**src/rtl/des_sp_stage.sv**
```systemverilog
// des_sp_stage: registered DES S1/S2 substitution and P permutation slice.
// The S-box lookups and the P wiring are purely combinational; every result
// is captured in the output registers on the same rising clock edge, so the
// slice has a fixed one-cycle latency and never stalls.
//
// Handshake: in_valid qualifies b1, b2 and p_in in the cycle it is high.
// out_valid is a one-cycle-delayed copy of in_valid. There is no ready/backpressure;
// a consumer must take each result in the cycle out_valid is high.
// When in_valid is low the data outputs hold their last loaded values.
module des_sp_stage (
    input  logic        clk,
    input  logic        rst,
    input  logic        in_valid,
    input  logic [5:0]  b1,
    input  logic [5:0]  b2,
    input  logic [31:0] p_in,
    output logic [3:0]  s1_out,
    output logic [3:0]  s2_out,
    output logic [31:0] p_out,
    output logic        out_valid
);

    // S-box tables, flattened row-major: entry index = {row[1:0], column[3:0]}.
    localparam logic [3:0] S1_TAB [0:63] = '{
        4'd14, 4'd4,  4'd13, 4'd1,  4'd2,  4'd15, 4'd11, 4'd8,
        4'd3,  4'd10, 4'd6,  4'd12, 4'd5,  4'd9,  4'd0,  4'd7,
        4'd0,  4'd15, 4'd7,  4'd4,  4'd14, 4'd2,  4'd13, 4'd1,
        4'd10, 4'd6,  4'd12, 4'd11, 4'd9,  4'd5,  4'd3,  4'd8,
        4'd4,  4'd1,  4'd14, 4'd8,  4'd13, 4'd6,  4'd2,  4'd11,
        4'd15, 4'd12, 4'd9,  4'd7,  4'd3,  4'd10, 4'd5,  4'd0,
        4'd15, 4'd12, 4'd8,  4'd2,  4'd4,  4'd9,  4'd1,  4'd7,
        4'd5,  4'd11, 4'd3,  4'd14, 4'd10, 4'd0,  4'd6,  4'd13
    };

    localparam logic [3:0] S2_TAB [0:63] = '{
        4'd15, 4'd1,  4'd8,  4'd14, 4'd6,  4'd11, 4'd3,  4'd4,
        4'd9,  4'd7,  4'd2,  4'd13, 4'd12, 4'd0,  4'd5,  4'd10,
        4'd3,  4'd13, 4'd4,  4'd7,  4'd15, 4'd2,  4'd8,  4'd14,
        4'd12, 4'd0,  4'd1,  4'd10, 4'd6,  4'd9,  4'd11, 4'd5,
        4'd0,  4'd14, 4'd7,  4'd11, 4'd10, 4'd4,  4'd13, 4'd1,
        4'd5,  4'd8,  4'd12, 4'd6,  4'd9,  4'd3,  4'd2,  4'd15,
        4'd13, 4'd8,  4'd10, 4'd1,  4'd3,  4'd15, 4'd4,  4'd2,
        4'd11, 4'd6,  4'd7,  4'd12, 4'd0,  4'd5,  4'd14, 4'd9
    };

    // P table in DES numbering: output bit (k+1) takes input bit P_TAB[k].
    localparam int P_TAB [0:31] = '{
        16, 7,  20, 21, 29, 12, 28, 17,
        1,  15, 23, 26, 5,  18, 31, 10,
        2,  8,  24, 14, 32, 27, 3,  9,
        19, 13, 30, 6,  22, 11, 4,  25
    };

    logic [3:0]  s1_q, s1_d;
    logic [3:0]  s2_q, s2_d;
    logic [31:0] p_q,  p_d;
    logic        valid_q;
    logic [5:0]  s1_idx, s2_idx;

    // Row uses the outer bits {b[5], b[0]}, column the inner bits b[4:1].
    assign s1_idx = {b1[5], b1[0], b1[4:1]};
    assign s2_idx = {b2[5], b2[0], b2[4:1]};

    // Combinational lookups and P wiring; DES bit n sits at vector index 32-n.
    always_comb begin
        s1_d = S1_TAB[s1_idx];
        s2_d = S2_TAB[s2_idx];
        p_d  = '0;
        for (int k = 0; k < 32; k++) begin
            p_d[31 - k] = p_in[32 - P_TAB[k]];
        end
    end

    // Output registers: reset clears everything, valid loads, otherwise data holds.
    always_ff @(posedge clk) begin
        if (rst) begin
            s1_q    <= '0;
            s2_q    <= '0;
            p_q     <= '0;
            valid_q <= 1'b0;
        end else begin
            valid_q <= in_valid;
            if (in_valid) begin
                s1_q <= s1_d;
                s2_q <= s2_d;
                p_q  <= p_d;
            end
        end
    end

    assign s1_out    = s1_q;
    assign s2_out    = s2_q;
    assign p_out     = p_q;
    assign out_valid = valid_q;

endmodule

```
**config.mk**
```make
export PLATFORM = sky130hd
export DESIGN_NAME = des_sp_stage
export DESIGN_NICKNAME = d
export VERILOG_FILES = /design/src/rtl/des_sp_stage.sv
export SDC_FILE = /design/constraint.sdc
export NUM_CORES = 1
export LEC_CHECK = 0
export CAP_MARGIN = 20
export CORE_MARGIN = 5
export CORE_UTILIZATION = 51
export CTS_BUF_LIST = sky130_fd_sc_hd__clkbuf_8
export DETAILED_ROUTE_END_ITERATION = 12
export PLACE_DENSITY_LB_ADDON = 0.15
export REMOVE_ABC_BUFFERS = 1
export SLEW_MARGIN = 10
export SYNTH_ARGS = -nofsm -noshare
export SYNTH_HDL_FRONTEND = slang
export SYNTH_SLANG_ARGS = --single-unit
```
**constraint.sdc**
```tcl
create_clock -name clk -period 2.8 [get_ports clk]
set_input_delay 0.28 -clock clk [delete_from_list [all_inputs] [get_ports clk]]
set_output_delay 0.28 -clock clk [all_outputs]
set_load 0.05 [all_outputs]
```
; ---- Word-level counts from Yosys, hierarchy flattened
; Memory sizes are Yosys's and may differ from the RTL's. A register that Yosys moved wholly into a read port is not among the register bits.
; Index checks and enable logic that the tools add are counted.
[classes]
n_bitwise = 2
[op_table]
columns = op, count
row1 = $not A6 Y7, 2
[word_totals]
ff_bits = 33
romBits = 512
mem_count = 2
[memory_table]
columns = memory, words, word_bits, rd, rd_clocked_by_memory_dff, write_ports, line_no
row1 = (name not given), 64, 4, 1, 1, 0, 67  ; s2_d = S2_TAB[s2_idx];
row2 = (name not given), 64, 4, 1, 1, 0, 66  ; s1_d = S1_TAB[s1_idx];

; ---- Longest topological paths before layout
; Gate-level depths: netlist (run 1).
[depth]
depth_word = 1
ltp_mapped = 9
depth_no_buf = 7

; ---- Least setup slack after synthesis (run 1)
; Ideal clock, no wire load.
[synth_timing]
kind = input to register
from = in b2[2]
to = reg s2_q[0], in the netlist s2_out[0]
setup_ns = 0.119
arrival_time_ns = 1.796
required_ns = 2.681
path_slack_ns = 0.886
cell_stages = 8
path_buffers = 2
cell_sequence = buf_2 inv_1 ha_1 clkbuf_1 nand2_1 or3_1 a41o_1 o221a_1
[synth_between]
elab_chain_len = 1
[synth_lines]
columns = item, line_no
row1 = "start, declared", 15  ; input logic [5:0] b2,
row2 = $not A6 Y7 (not written as such), 67
row3 = "end, declared", 55  ; logic [3:0] s2_q, s2_d;
; Every way passes these cells.
; A chain may end at the register's enable or synchronous reset.

; ---- Worst setup path in the final report (run 1)
[layout_timing]
from = in b2[1]
to = reg s2_q[3], in the netlist s2_out[3]
; Same word-level chain as after synthesis.

==> out/results.txt, run 1 <==
status - complete, no violations
Avg Cell Area, Syn - 8.57 sq um
post-synth top area cell - dfxtp_1
core area - 5070 sq um
# nets final - 452
synth unique cells - 57
Core Util, Final - 73.1%
crit path time final - 2.11 ns
worst-skew pair later-pin latency - 0.30 ns
Seq pwr share - 36.1%
Worst Setup End Kind - register
CP max FO - 7
Setup TNS Final - 0 ns
max-slew violations - 0
switch share - 31.6%
maxcap violations - 0
startpoint types - input port
die width - 82.1 um
Hold Path Class - register to register
pwr dens - 478 nW/um^2
Diodes inserted - 0
Max-slew headroom - 56.7%
Inst Count DP - 452
fill count - 424
Final Hold Viols - 0
starting density of the core - 52.2%
Static Leak - 0.00156 uW
vias in the first global route - 2400
switching power - 560 uW
clock sink count - 41
CTS tree - yes
Area after DPL - 3570 sq um
cell count after synthesis - 309
RePlAce Congestion - 0.884
Final Cell Area - 3710 sq um
number of gates resized after cts - 0
Critical Path AT - 2.31 ns
Power Total - 1770 uW
Synth top area share - 31.0%
clock skew - 0 ns
Final setup viols - 0
Top-Level Pins - 88
area of the mapped netlist - 2650 sq um
Synth Flop Type - dfxtp_1
DRT Pass-1 Iters - 4
largest cells by area after synthesis - dfxtp_1 31%, mux2i_1 13%, ha_1 7.6%
Iter 0 DRT Violations - 204
first-pass GRT wire length - 11300 um
combinational share of power - 31.1%
count of state elements after synthesis - 41
hpwl dp - 5410 um
largest net degree at the start of global routing - 28
Post-CTS Setup Bufs - 0
Die Ht - 82.1 um
initial antenna violation count - 0
Root Driver - clkbuf_8
fmax - 0.475 GHz
Rows - 26
PortBufs - 87
Num CTS Buffers - 5
Worst-path clk slew - 0.08 ns
final WL - 7160 um
GRT Util Overall - 21.5%
EDFF count, synth - 0
Seq. cell area - 821 sq um
Clock power frac - 32.8%
multi-input logic area - 1630 sq um
internal power - 1210 uW
layout cell share with drive strength beyond 1 - 8.21%
CTS Buffer Depth - 2
Remaining Overflow, GRT - 0
ys async rst share - 0%
worst vdd ir - 0.284 mV
Die ar. - 6730 sq um
required time of the critical path - 3.00 ns
synth warn - 0
# DRC - 0
DRT antenna net count - 0
DR vias/cell - 5.51
total number of vias - 2533
hold-fix buffers at CTS - 0
type of the worst setup path - input port to register
Area Growth Syn to Fin - 40.0%
routed len/inst - 15.6 um
CTS H-tree depth - 2
worst slew pin tran - 0.649 ns
register area share after synthesis - 31.0%
RSZ-0062 raised after global routing - false
non-filler instance count after layout - 460
final period utilization - 75.2%
-- layout make-up --
class	instances	share of cell area, %
Multi-Input combinational cell	226	44.0
Timing Repair Buffer	100	26.3
Sequential cell	41	22.1
Tap cell	70	2.36
Clock buffer	5	1.86
Clock inverter	3	1.86
Inverter	15	1.52
-- critical path, stage by stage --
cell and delay (ns):
clkdlybuf4s50_1 0.47, inv_1 0.13, ha_1 0.43, nand2b_1 0.19, o211ai_1 0.12, a21oi_1 0.10
a311o_1 0.33, a311oi_1 0.26
-- metal layers --
| layer | up-vias | routed length [um] | global-route usage (%) |
|---|---|---|---|
| met2 | 78 | 3760 | 38.4 |
| li1 | 1259 | - | - |
| met1 | 1181 | 2910 | 25.9 |
| met3 | 15 | 326 | 3.62 |
| met5 | - | 0 | 0 |
| met4 | 0 | 159 | 7.31 |
-- power groups by stage --
stage,registers [uW],clock network (uW),logic [uW]
after global placement,650,0,544
after CTS,639,587,553
after detailed placement,653,0,550
final,639,581,551
after global routing,644,619,591
after floorplan,783,0,173
-- path summary, 6_finish.rpt --
check	start	endpoint	slack [ns]	cells after the start
worst max-delay path	b2[1]	s2_out[3]	0.69	8
worst min-delay path	s2_out[2]	s2_out[2]	0.46	2
worst max register to register	s2_out[1]	s2_out[1]	2.05	2
worst min register to register	s2_out[2]	s2_out[2]	0.46	2
-- synth_stat cells (3+ instances only) --
library cell,n
nor2b_1,4
nand2_1,21
and3_1,4
xor2_1,3
nand2b_1,4
inv_1,13
o211ai_1,10
clkbuf_1,6
dfxtp_1,41
mux2i_1,34
o2111ai_1,5
buf_2,11
buf_1,5
a21oi_1,15
xnor2_1,5
o21ai_0,6
nor2_1,45
a31oi_1,5
a211oi_1,7
buf_4,3
a311o_1,3
ha_1,16
-- through the flow --
step | hold WS (ns) | setup WS, ns
6_report | 0.461 | 0.694
5_1_grt | 0.483 | 0.596
4_1_cts | 0.465 | 0.681
3_5_place_dp | 0.453 | 0.413
3_3_place_gp | 0.449 | 0.486
2_1_floorplan | 0.348 | 1.12
-- flip-flops by register name, summed over array words and instances (netlist names) --
register   count
out_valid      1
p_out         32
s1_out         4
s2_out         4
-- cells by family (layout without fill, tap and decap cells) --
kind of cell | count (synthesis) | count (layout) | synth area share (%)
multiplexers | 36 | 36 | 14.1
XOR/XNOR | 8 | 8 | 2.65
AND/OR/NAND/NOR | 94 | 94 | 16.3
AO/OA/AOI/OAI | 72 | 72 | 20.9
adder cells (fa/ha/maj) | 16 | 16 | 7.56
flip-flops | 41 | 41 | 31.0
buffers and inverters | 42 | 123 | 7.46
-- cells in the final DEF (no fill, tap or decap), types with 2 or more instances in the layout --
master           netlist  final
nor3_1                 2      2
dfxtp_1               41     41
nand2b_1               4      4
mux2i_1               34     34
a211oi_1               7      7
clkdlybuf4s50_1        0     86
a31oi_1                5      5
nor3b_1                2      2
o21ai_0                6      6
nand2_1               21     21
nor2b_1                4      4
xnor2_1                5      5
clkbuf_8               0      5
bufinv_16              0      2
inv_2                  2      2
a311o_1                3      3
nor2_1                45     45
a211o_1                2      2
o311a_1                2      2
o2111ai_1              5      5
nand3_1                2      2
inv_1                 13     13
xor2_1                 3      3
a21oi_1               15     15
ha_1                  16     16
o211ai_1              10     10
a311oi_1               2      2
buf_4                  3     12
and3_1                 4      4
Note: power is estimated with default switching activity, not from simulation.
==> run 2, diff against run 1 <==
CORE_UTILIZATION = 43   (was 51)
clock period = 1.7 ns   (was 2.8 ns; I/O delays follow)
==> run 2 against run 1 <==
Against the previous run:
- via count increased by 4.9%
- cell area increased by 10%
- total power increased by 56%
- core utilization decreased by 4.5 points
- critical path depth decreased by 7
- register-to-register slack got worse by 1.1 ns
- sequential power increased by 64%
- sequential share of layout area decreased by 2.0 points
- die area increased by 16%
- flip-flop and latch count unchanged
- non-clock buffer count increased by 43
- critical endpoint is now s2_out[3]
==> out/results.txt, run 2 (synthesis gave the netlist of run 1 again) <==
status - complete, no violations
global route hottest layer - met2
Hold Path Sink - s2_out[2]
type of the worst setup path - register to output port
largest net degree at the start of global routing - 44
Buf/Inv on CP - 1
Iter 0 DRT Violations - 138
CTS tree - yes
# nets final - 495
DRT antenna net count - 0
die width - 88.5 um
Seq pwr share - 38.2%
Remaining Overflow, GRT - 0
routed len/inst - 15.4 um
hold path cells - 4
Diodes inserted - 0
total number of vias - 2657
Die Ht - 88.5 um
worst-skew pair later-pin latency - 0.29 ns
R2R Setup Slk - 0.96 ns
final WL - 7800 um
crit path time final - 1.65 ns
max incr delay on CP - 0.81 ns
Core Util, Final - 68.6%
switch share - 34.0%
# DRC - 0
DR vias/cell - 5.23
Final Hold Viols - 0
Critical Path AT - 1.48 ns
FF-to-FF path depth - 2
CTS H-tree depth - 2
clock sink count - 41
Setup TNS Final - 0 ns
internal power - 1820 uW
max reg flops - 32
combinational share of power - 37.5%
layout cell share with drive strength beyond 1 - 23.3%
CP max stage cell - clkdlybuf4s50_1
Final setup viols - 0
Static Leak - 0.00180 uW
GRT Util Overall - 19.8%
vias in the first global route - 2499
commonest non-fill, non-tap cell in the layout - clkdlybuf4s50_1
startpoint types - register
RePlAce Congestion - 0.886
hold path startpoint - in_valid
worst vdd ir - 0.464 mV
fill count - 508
pwr dens - 675 nW/um^2
Hold Path Class - input port to register
Root Driver - clkbuf_8
hold-fix buffers at CTS - 0
met2 Track Usage GR - 33.3%
Worst Hold Slack - 0.306 ns
Clock power frac - 24.3%
Num CTS Buffers - 5
RSZ-0062 raised after global routing - false
Top-Level Pins - 88
Die ar. - 7830 sq um
Max-slew headroom - 65.4%
Worst Setup End Kind - output port
Area Growth Syn to Fin - 54.1%
initial antenna violation count - 0
r2r endpoint - s2_out[1]
clock skew - 0 ns
worst r2r src - s2_out[1]
final period utilization - 96.9%
DRT Pass-1 Iters - 4
Rows - 28
GRT met1 Usage - 26.0%
switching power - 937 uW
worst slew pin tran - 0.517 ns
core area - 5960 sq um
Worst-path clk slew - 0.08 ns
Crit path max-delay family - buffers and inverters
required time of the critical path - 1.53 ns
CP max FO - 2
CTS Buffer Depth - 2
fmax - 0.607 GHz
maxcap violations - 0
PortBufs - 87
starting density of the core - 44.5%
hpwl dp - 5970 um
met3 GRT Util - 3.45%
first-pass GRT wire length - 12300 um
max-slew violations - 0
crit-path cells - clkdlybuf4s50_1
most frequent cells in the layout - 72 x clkdlybuf4s50_1, 63 x buf_4, 44 x nor2_1, 41 x dfxtp_1, 34 x mux2i_1
==> run 2: cell types whose count changed in the layout (fill, tap and decap cells not counted), moves of 4 or more <==
| cell | before | now |
|---|---|---|
| buf_4 | 12 | 63 |
| clkdlybuf4s50_1 | 86 | 72 |
| ha_1 | 16 | 12 |
| ha_4 | 0 | 4 |
| inv_1 | 13 | 9 |
| inv_2 | 2 | 6 |
==> run 2: area by class of cell <==
class	instances	area (sq um)	area share, %
sequential	41	821	20.1
clock buffer	6	82.6	2.02
multi-input combinational	226	1720	42.1
timing repair buffer	143	1300	31.7
tap	75	93.8	2.30
inverter	15	56.3	1.38
clock inverter	2	13.8	0.337
==> run 2: per-layer routing <==
metal	vias to the layer above	wire length (um)
met1	1246	3430
met5	-	0
met4	0	114
met2	64	3870
met3	9	389
li1	1338	-
==> run 2: power groups by stage <==
stage | sequential, uW | combinational [uW] | clock, uW
2_1_floorplan | 1290 | 286 | 0
4_1_cts | 1050 | 1010 | 687
3_5_place_dp | 1080 | 992 | 0
5_1_grt | 1060 | 1110 | 731
3_3_place_gp | 1070 | 977 | 0
6_report | 1050 | 1030 | 670
==> run 2: timing repair <==
action,CTS,global route
pin swaps,3,10
hold endpoints to repair,0,0
buffers inserted,0,2
setup endpoints to repair,7,8
gates resized for setup,11,14
==> run 2: worst min-delay path, cell delays in order <==
cell	delay [ns]
buf_2	0.11
inv_1	0.13
nand2_1	0.09
a21oi_1	0.06
==> run 2: how the worst max path moves through the flow <==
stage / start / endpoint / slack (ns) / depth (start not counted)
floorplan: b2[1] / s2_out[3] / 0.13 / 7
global route: s2_out[3] / s2_out[3] / 0.01 / 1
CTS: b1[2] / s1_out[0] / 0.003 / 8
global placement: b2[1] / s2_out[2] / -0.36 / 9
finish: s2_out[3] / s2_out[3] / 0.05 / 1
detailed placement: b1[1] / s1_out[0] / -0.41 / 8
==> run 2: stage by stage <==
stage / worst slack [ns] / area (sq um) / total power (uW) / instances
2_1_floorplan: 0.127 / 2510 / 1570 / 282
5_1_grt: 0.0109 / 4080 / 2900 / 508
3_3_place_gp: -0.358 / 3870 / 2050 / 498
4_1_cts: 0.00330 / 4010 / 2750 / 506
6_report: 0.0529 / 4080 / 2760 / 508
3_5_place_dp: -0.409 / 3870 / 2070 / 498
